<file path="src/rtl/change_disp_arbiter.sv">
// rtl/change_disp_arbiter.sv - round-robin arbiter sharing one change dispenser among vending lanes
//
// Grants one lane at a time, forwards its change amount to the dispenser over a
// valid/ready handshake, waits for the dispenser to drop and re-raise ready, then
// pulses done_o to the owning lane with err_o qualifying the outcome.
//
// Optional build macro: CHANGE_ARB_AUDIT_EN (coin-pulse audit of the dispensed sum).
//
// Ports:
//   clk, rst                    clock, synchronous active-high reset
//   req_valid_i / req_amt_i     per-lane request and amount (lane i at [i*AMT_W +: AMT_W])
//   req_ready_o                 one-hot grant to the round-robin winner while idle
//   done_o / err_o              one-cycle completion pulse to owner, error qualifier
//   busy_o / owner_o            transaction in progress, current/last owner index
//   disp_valid_o / disp_amt_o   request and amount to the dispenser
//   disp_ready_i                dispenser ready
//   quarter_i .. penny_i        dispenser coin pulses (audit build only)
module change_disp_arbiter #(
    parameter int NUM_REQ     = 4,
    parameter int AMT_W       = 7,
    parameter int TIMEOUT_CYC = 255
) (
    input  logic                       clk,
    input  logic                       rst,
    input  logic [NUM_REQ-1:0]         req_valid_i,
    input  logic [NUM_REQ*AMT_W-1:0]   req_amt_i,
    output logic [NUM_REQ-1:0]         req_ready_o,
    output logic [NUM_REQ-1:0]         done_o,
    output logic                       err_o,
    output logic                       busy_o,
    output logic [$clog2(NUM_REQ)-1:0] owner_o,
    output logic                       disp_valid_o,
    output logic [AMT_W-1:0]           disp_amt_o,
    input  logic                       disp_ready_i,
    input  logic                       quarter_i,
    input  logic                       dime_i,
    input  logic                       nickel_i,
    input  logic                       penny_i
);

    localparam int OW = $clog2(NUM_REQ);
    localparam int TW = $clog2(TIMEOUT_CYC + 1);

    typedef enum logic [1:0] {IDLE, ISSUE, WAIT, DONE} state_t;

    state_t          state, state_next;
    logic [OW-1:0]   rr_ptr;
    logic [AMT_W-1:0] amt_q;
    logic [TW-1:0]   timer;
    logic            seen_low;
    logic            timed_out;
    logic            grant_found;
    logic [OW-1:0]   grant_idx;
    logic [AMT_W-1:0] grant_amt;
    logic [OW:0]     cand_ext;
    logic [OW-1:0]   cand;
    logic            timeout_hit;
    logic            audit_bad;

    // The timer starts at 0 on the first ISSUE cycle, so leaving at
    // TIMEOUT_CYC-1 puts DONE exactly TIMEOUT_CYC cycles after ISSUE entry.
    assign timeout_hit = (timer == TW'(TIMEOUT_CYC - 1));

    // Round-robin search starting at rr_ptr, wrapping modulo NUM_REQ.
    always_comb begin
        grant_found = 1'b0;
        grant_idx   = '0;
        cand_ext    = '0;
        cand        = '0;
        for (int k = 0; k < NUM_REQ; k++) begin
            cand_ext = {1'b0, rr_ptr} + (OW+1)'(k);
            if (cand_ext >= (OW+1)'(NUM_REQ))
                cand_ext = cand_ext - (OW+1)'(NUM_REQ);
            cand = cand_ext[OW-1:0];
            if (!grant_found && req_valid_i[cand]) begin
                grant_found = 1'b1;
                grant_idx   = cand;
            end
        end
    end

    always_comb begin
        grant_amt = '0;
        for (int k = 0; k < NUM_REQ; k++)
            if (grant_idx == OW'(k))
                grant_amt = req_amt_i[k*AMT_W +: AMT_W];
    end

`ifdef CHANGE_ARB_AUDIT_EN
    logic [AMT_W:0]   audit_sum;
    logic [AMT_W+1:0] coin_val;
    logic [AMT_W+1:0] sum_wide;

    always_comb begin
        coin_val = (quarter_i ? (AMT_W+2)'(25) : '0)
                 + (dime_i    ? (AMT_W+2)'(10) : '0)
                 + (nickel_i  ? (AMT_W+2)'(5)  : '0)
                 + (penny_i   ? (AMT_W+2)'(1)  : '0);
        sum_wide = {1'b0, audit_sum} + coin_val;
    end

    always_ff @(posedge clk) begin
        if (rst || (state == IDLE))
            audit_sum <= '0;
        else if (state == WAIT)
            audit_sum <= sum_wide[AMT_W+1] ? '1 : sum_wide[AMT_W:0];
    end

    assign audit_bad = (audit_sum != {1'b0, amt_q});
`else
    logic unused_coins;
    assign unused_coins = ^{quarter_i, dime_i, nickel_i, penny_i};
    assign audit_bad    = 1'b0;
`endif

    always_ff @(posedge clk) begin
        if (rst) begin
            state     <= IDLE;
            rr_ptr    <= '0;
            owner_o   <= '0;
            amt_q     <= '0;
            timer     <= '0;
            seen_low  <= 1'b0;
            timed_out <= 1'b0;
        end else begin
            state <= state_next;
            case (state)
                IDLE: begin
                    if (grant_found) begin
                        owner_o   <= grant_idx;
                        amt_q     <= grant_amt;
                        timer     <= '0;
                        seen_low  <= 1'b0;
                        timed_out <= 1'b0;
                    end
                end
                ISSUE: begin
                    timer <= timer + TW'(1);
                    if (timeout_hit) timed_out <= 1'b1;
                end
                WAIT: begin
                    timer <= timer + TW'(1);
                    if (!disp_ready_i) seen_low <= 1'b1;
                    if (timeout_hit) timed_out <= 1'b1;
                end
                DONE: begin
                    rr_ptr <= (owner_o == OW'(NUM_REQ - 1)) ? '0 : owner_o + OW'(1);
                end
                default: ;
            endcase
        end
    end

    always_comb begin
        state_next   = state;
        req_ready_o  = '0;
        done_o       = '0;
        err_o        = 1'b0;
        disp_valid_o = 1'b0;
        disp_amt_o   = '0;
        busy_o       = (state != IDLE);
        case (state)
            IDLE: begin
                // Gated by rst so a lane never sees an accept the FSM discards.
                if (grant_found && !rst)
                    req_ready_o[grant_idx] = 1'b1;
                if (grant_found)
                    state_next = (grant_amt == '0) ? DONE : ISSUE;
            end
            ISSUE: begin
                disp_valid_o = 1'b1;
                disp_amt_o   = amt_q;
                if (timeout_hit)       state_next = DONE;
                else if (disp_ready_i) state_next = WAIT;
            end
            WAIT: begin
                if (timeout_hit)                   state_next = DONE;
                else if (seen_low && disp_ready_i) state_next = DONE;
            end
            DONE: begin
                done_o[owner_o] = 1'b1;
                err_o           = timed_out | audit_bad;
                state_next      = IDLE;
            end
            default: state_next = IDLE;
        endcase
    end

endmodule
</file>
<file path="config.mk">
export PLATFORM = sky130hd
export DESIGN_NAME = change_disp_arbiter
export DESIGN_NICKNAME = d
export VERILOG_FILES = /design/src/rtl/change_disp_arbiter.sv
export SDC_FILE = /design/constraint.sdc
export NUM_CORES = 1
export LEC_CHECK = 0
export CORE_MARGIN = 5
export CORE_UTILIZATION = 41
export CTS_BUF_LIST = sky130_fd_sc_hd__clkbuf_8
export CTS_CLUSTER_SIZE = 8
export DETAILED_ROUTE_END_ITERATION = 10
export PLACE_DENSITY = 0.75
export SKIP_CTS_REPAIR_TIMING = 1
export SYNTH_ARGS = -nofsm -noshare
export SYNTH_HDL_FRONTEND = slang
export SYNTH_SLANG_ARGS = --single-unit
</file>
<file path="constraint.sdc">
create_clock -name clk -period 2.6 [get_ports clk]
set_input_delay 0.65 -clock clk [delete_from_list [all_inputs] [get_ports clk]]
set_output_delay 0.65 -clock clk [all_outputs]
set_load 0.03 [all_outputs]
</file>
# [Yosys cells after proc, flatten, opt, wreduce, memory -nomap -nowiden]
# Cells that the tools add are included.
[classes] n_addsub=9 magnitude_cmp=12 n_eq_ne=13 n_mux=49 reduce_logical=23
[op_table] operator="2-to-1 mux 7 bit" n=5
[op_table] operator="2-to-1 mux 2 bit" n=15
[op_table] operator="< comparator 2 x 3 -> 1 bit (second input constant)" n=6
[op_table] operator="one-hot mux 8 bit (2 select lines)" n=1
[op_table] operator="2-to-1 mux 1 bit" n=15
[op_table] operator="2-to-1 mux 4 bit" n=3
[op_table] operator="equality test 2 bit (second input constant)" n=5
[op_table] operator="greater-or-equal comparator 3 bit (second input constant)" n=3
[op_table] operator="AND reduction 3 bit" n=3
[op_table] operator="adder 8 x 1 -> 8 bit (second input constant)" n=1
[op_table] operator="binary-select mux 1 bit (select 2 bit)" n=4
[op_table] operator="equality test 8 bit (second input constant)" n=1
[op_table] operator="2-to-1 mux 8 bit" n=1
[op_table] operator="one-hot mux 2 bit (4 select lines)" n=1
[op_table] operator="subtractor 2 x 1 -> 2 bit (second input constant)" n=4
[op_table] operator="logical AND 1 bit" n=7
[op_table] operator="zero test 7 bit" n=1
[op_table] operator="adder 2 x 2 -> 3 bit (second input constant)" n=2
[op_table] operator="!= test 3 bit (second input constant)" n=2
[op_table] operator="nonzero test 2 bit" n=3
[op_table] operator="demux 1 bit (select 2 bit)" n=2
[op_table] operator="equality test 2 x 1 -> 1 bit (second input constant)" n=2
[op_table] operator="greater-or-equal comparator 2 x 1 -> 1 bit (second input constant)" n=2
[op_table] operator="zero test 1 bit" n=4
[op_table] operator="9 further kinds" n=13
[word_totals] ff_bits=23 inputBits=39 out_inout_bits=20 word_cells=113

# [Longest topological paths before layout]
[logic_depth] ltp_word=23 ltp_mapped=9 depth_no_buf=8

# [Worst setup path after synthesis]
# OpenSTA, ideal clock, no wires.
[synth_timing] path_kind="input port to flip-flop" from="input req_valid_i[2]" to="register state[1]" setup_time_ns=0.088 arrival_ns=2.607 required_time_ns=2.512 path_slack_ns=-0.095 path_stages=9 path_buffers=2 cell_sequence="nor2b_2 a211o_1 and2_4 buf_6 buf_8 a211oi_1 o22ai_1 or4_1 a311oi_2"
[synth_between] elab_chain_len=21 elab_cells_between_ends=36 classes_between="4 x eq/ne; 23 x mux; 9 x reduce/logical"
[synth_rtl] element="start, declared" line="25" source="input logic [NUM_REQ-1:0] req_valid_i,"
[synth_rtl] element="binary-select mux 1 bit (select 2 bit)" line="75" source="if (!grant_found && req_valid_i[cand]) begin"
[synth_rtl] element="2-to-1 mux 1 bit (not written as such)" line="75"
[synth_rtl] element="2-to-1 mux 1 bit" line="75"
[synth_rtl] element="zero test 1 bit" line="75"
[synth_rtl] element="logical AND 1 bit" line="75"
[synth_rtl] element="2-to-1 mux 1 bit" line="75"
[synth_rtl] element="zero test 1 bit" line="75"
[synth_rtl] element="logical AND 1 bit" line="75"
[synth_rtl] element="(+2 left out)"
[synth_rtl] element="logical AND 1 bit" line="75"
[synth_rtl] element="2-to-1 mux 2 bit" line="75"
[synth_rtl] element="zero test 2 bit" line="85" source="if (grant_idx == OW'(k))"
[synth_rtl] element="2-to-1 mux 7 bit (4 in series)" line="85"
[synth_rtl] element="zero test 7 bit" line="168" source="state_next = (grant_amt == '0) ? DONE : ISSUE;"
[synth_rtl] element="2-to-1 mux 2 bit" line="168"
[synth_rtl] element="2-to-1 mux 2 bit" line="167" source="if (grant_found)"
[synth_rtl] element="one-hot mux 2 bit (4 select lines)" line="162" source="case (state)"
[synth_rtl] element="end signal, assigned" line="126" source="state <= state_next;"
[synth_rtl] element="end, declared" line="46" source="state_t state, state_next;"
# Several ways; a longest one is shown, not always the timed one. The select of a mux whose other input is x is not followed.
# A chain may end at the register's enable or synchronous reset.

# [Worst setup path in the final report]
[layout_timing] from="input req_valid_i[0]" to="output req_ready_o[1]"
[layout_between] elab_chain_len=18 elab_cells_between_ends=30 classes_between="2 x order compare; 20 x mux; 8 x reduce/logical"
[layout_rtl] element="binary-select mux 1 bit (select 2 bit)" line="75"
[layout_rtl] element="2-to-1 mux 1 bit (not written as such)" line="75"
[layout_rtl] element="2-to-1 mux 1 bit" line="75"
[layout_rtl] element="zero test 1 bit" line="75"
[layout_rtl] element="logical AND 1 bit" line="75"
[layout_rtl] element="2-to-1 mux 1 bit" line="75"
[layout_rtl] element="zero test 1 bit" line="75"
[layout_rtl] element="logical AND 1 bit" line="75"
[layout_rtl] element="(+2 left out)"
[layout_rtl] element="logical AND 1 bit" line="75"
[layout_rtl] element="2-to-1 mux 2 bit" line="75"
[layout_rtl] element="< comparator 2 x 3 -> 1 bit (not written as such) or greater-or-equal comparator 2 x 1 -> 1 bit (tied branches)" line="166" source="req_ready_o[grant_idx] = 1'b1;"
[layout_rtl] element="logical AND 1 bit (not written as such)" line="166"
[layout_rtl] element="2-to-1 mux 1 bit (not written as such)" line="166"
[layout_rtl] element="demux 1 bit (select 2 bit)" line="166"
[layout_rtl] element="2-to-1 mux 4 bit *" line="165" source="if (grant_found && !rst)"
[layout_rtl] element="2-to-1 mux 4 bit *" line="162"
[layout_rtl] element="end, declared" line="27" source="output logic [NUM_REQ-1:0] req_ready_o,"
# Mark *: on every way between the ends. The rest lies on a longest branch, timed or not. The select of a mux whose other input is x is not followed.

==> metrics.md <==
| Metric | Value |
|---|---|
| CP max stage delay | `0.28 ns` |
| MaxCap Viol Count | `0` |
| Top cells by count, synth | `nor2_1 (30), dfxtp_1 (23), nand2_1 (17), a21boi_0 (14), a211oi_1 (13)` |
| Syn_area_per_cell | `roughly 8 sq um` |
| # diodes | `0` |
| Cell family with most CP delay | `compound AO/OA/AOI/OAI gates` |
| Cells after Synth | `198` |
| Class of the worst hold path | `reg2reg` |
| Worst Hold End | `timed_out` |
| Synth top area share | `29.0%` |
| Max-slew violation count | `0` |
| Clock Skew | `0.00596 ns` |
| Synthesized area | `0.00159 sq mm` |
| CP max-delay cell | `o221a_4` |
| Worst Path Buf+Inv | `2` |
| Inst Count DP | `314` |
| Yosys warning count | `0` |
| Overall Power | `0.00189 W` |
| CTS tree | `done` |
| Latest clock arrival within the worst-skew pair | `0.28 ns` |
| Final Wtd Congestion | `0.817` |
| Buffers on Ports | `54` |
| Sink Count | `23` |
| Post-synth top area cell | `dfxtp_1` |
| Critical path class | `in2out` |
| Total Wirelength | `5180 um` |
| Pwr/cell area | `698 mW/mm^2` |
| Cell-internal power | `0.00107 W` |
| Die X | `72.2 um` |
| Area Overhead vs Synth | `70.9%` |
| First-pass GRT wire length | `6790 um` |
| Worst path cell trace | `dlymetal6s2s_1 > nor2b_1 > o21ai_4 > o221a_4 > nand2_1 > nor2_1 > buf_4` |
| Die height | `slightly above 70 um` |
| Ratio of cells with drive above 1 in the final layout | `26.9%` |
| DR vias | `1751` |
| Vias in the first global route | `~1600` |
| CTS Root Cell | `clkbuf_8` |
| Slew Limit Headroom | `about 61%` |
| Reg2Reg Setup Slack | `0.19 ns` |
| Minimum clock period after layout | `roughly 2.5 ns` |
| Post-DP HPWL | `between 3000 and 4000 um` |
| Initial antenna violation count | `0` |
| Hold path startpoint | `timed_out` |
| Max IR drop VDD | `approximately 470 uV` |
| Slew @ Worst Pin | `0.578 ns` |
| CP Capture Type | `primary output` |
| Seq/Total Area, Yosys | `29.0%` |
| Worst EP arrival | `1.87 ns` |
| I/O pin cnt | `59` |
| Synthesized net count | `247` |
| Distinct cells, synth | `37` |
| Top cells by area, synth | `dfxtp_1 (29%), ha_1 (7.9%), nor2_1 (7.1%), a21boi_0 (6.6%), a211oi_1 (6.2%)` |
| Number of remaining DRC errors | `0` |
| Synth Register Bits | `23` |
| # setup viols final | `0` |
| P_leak | `1.07 nW` |
| GRT overflow | `0` |
| Top_reg_cell synth | `dfxtp_1` |
| Core Rows | `22` |
| Critical path launch point type | `primary input` |
| Largest net degree at the start of global routing | `22` |
| Longest Clk Path Bufs | `2` |
| Non-filler cells, final | `331` |
| Sw Pwr | `a little over 0.0008 W` |
| Nets | `333` |
| Seq pwr share | `26.1%` |
| Vias per Instance | `5.29` |
| Post-Route Utilization | `73.0%` |
| FF-to-FF Start | `rr_ptr[1]` |
| FFs w/ async S/R, synth | `0%` |
| Initial cell density of the core | `42.7%` |
| DRT iter0 DRCs | `128` |
| R2r worst-path depth | `7` |
| Switching share of total power | `43.6%` |
| Gr usage total | `around 16%` |
| Most frequent cell after synthesis | `nor2_1` |
| Tcrit/Tclk final | `between 90% and 100%` |
| Comb power frac | `61.6%` |
| Status | `completed` |
| DRT Pass-1 Iters | `4` |
| Antenna Nets Post-Route | `0` |
| H-Tree Depth | `1` |
| Fmax | `397 MHz` |
| Number of CTS-inserted buffers | `3` |
| Fin Setup TNS | `0 ns` |
| Hold Vio Cnt, Final | `0` |
| Critical Path Fanout Max | `5` |
| Clk pwr share | `12.4%` |
| Hold path cells | `2` |
| EDFF count, synth | `0` |
| Die Footprint | `0.00521 sq mm` |
| Worst Path Required | `1.95 ns` |
| Wire per inst | `~16 um` |
| Core outline area | `0.00372 sq mm` |
| Clock transition at the registers of the reported paths | `0.08 ns` |
| R2r endpoint | `state[1]` |
==> routing by layer <==
metal	track usage (%)	vias to the layer above	part of all wire [%]
met5	0	-	0
met4	4.80	0	1.3
met3	4.29	7	6.0
met2	27.6	54	52
met1	19.7	821	41
li1	-	869	-
==> layout make-up <==
| type | count | area (sq um) |
|---|---|---|
| clock buffers | 3 | 41.3 |
| clock inverters | 1 | 7.51 |
| fillers | 269 | 1000 |
| inverters | 6 | 22.5 |
| multi-input cells | 163 | 1320 |
| flip-flops and latches | 23 | 462 |
| well taps | 48 | 60.1 |
| repair buffers | 87 | 801 |
==> logic make-up after synthesis <==
| family | synth area share [%] |
|---|---|
| simple gates | 23.7 |
| compound gates | 30.4 |
| flops | 29.0 |
| buf+inv | 4.49 |
| fa+ha+maj | 7.89 |
| xor+xnor | 3.31 |
| mux | 1.26 |
==> registers in the layout (all words and copies together), names as in the netlist <==
name,cells
timer,8
amt_q,7
owner_o,2
rr_ptr,2
state,2
seen_low,1
timed_out,1
==> power groups by stage <==
stage / combinational, W / sequential [W] / clock, W
finish: 0.00117 / 0.000493 / 0.000234
global route: 0.00127 / 0.000503 / 0.000247
CTS: 0.00100 / 0.000487 / 0.000235
detailed placement: 0.000998 / 0.000495 / 0
global placement: 0.000985 / 0.000493 / 0
floorplan: 0.000642 / 0.000491 / 0
==> worst min-delay path: stages (launching register included) <==
cell and delay [ns]:
dfxtp_1 0.31, o21ai_0 0.06, a21oi_1 0.06
==> cell usage in the layout, fill, tap and decap left out, types with 7 or more instances in the layout <==
cell	netlist	layout
dfxtp_1	23	22
ha_1	10	8
nor2_1	30	29
and2_1	12	12
clkdlybuf4s50_1	0	46
a21oi_1	7	7
o21ai_0	8	7
a21boi_0	14	14
nand2_1	17	16
buf_4	0	34
a211oi_4	0	11
==> metrics by stage <==
stage,area (sq um),setup WS (ns),hold WS [ns]
6_report,2710,0.0830,0.478
5_1_grt,2710,-0.00454,0.530
4_1_cts,2360,-0.337,0.476
2_1_floorplan,1610,-0.00468,0.449
3_5_place_dp,2310,-0.557,0.464
3_3_place_gp,2310,-0.535,0.460
==> how the worst max path moves through the flow <==
stage | start | to | slack (ns) | cells past startpoint
3_3_place_gp | req_valid_i[0] | state[1] | -0.53 | 9
6_report | req_valid_i[0] | req_ready_o[1] | 0.08 | 7
2_1_floorplan | req_valid_i[2] | state[1] | -0.005 | 9
4_1_cts | req_valid_i[0] | req_ready_o[1] | -0.34 | 7
5_1_grt | req_valid_i[0] | state[1] | -0.005 | 9
3_5_place_dp | req_valid_i[0] | state[1] | -0.56 | 9
Power figures use the tool's default switching activity.
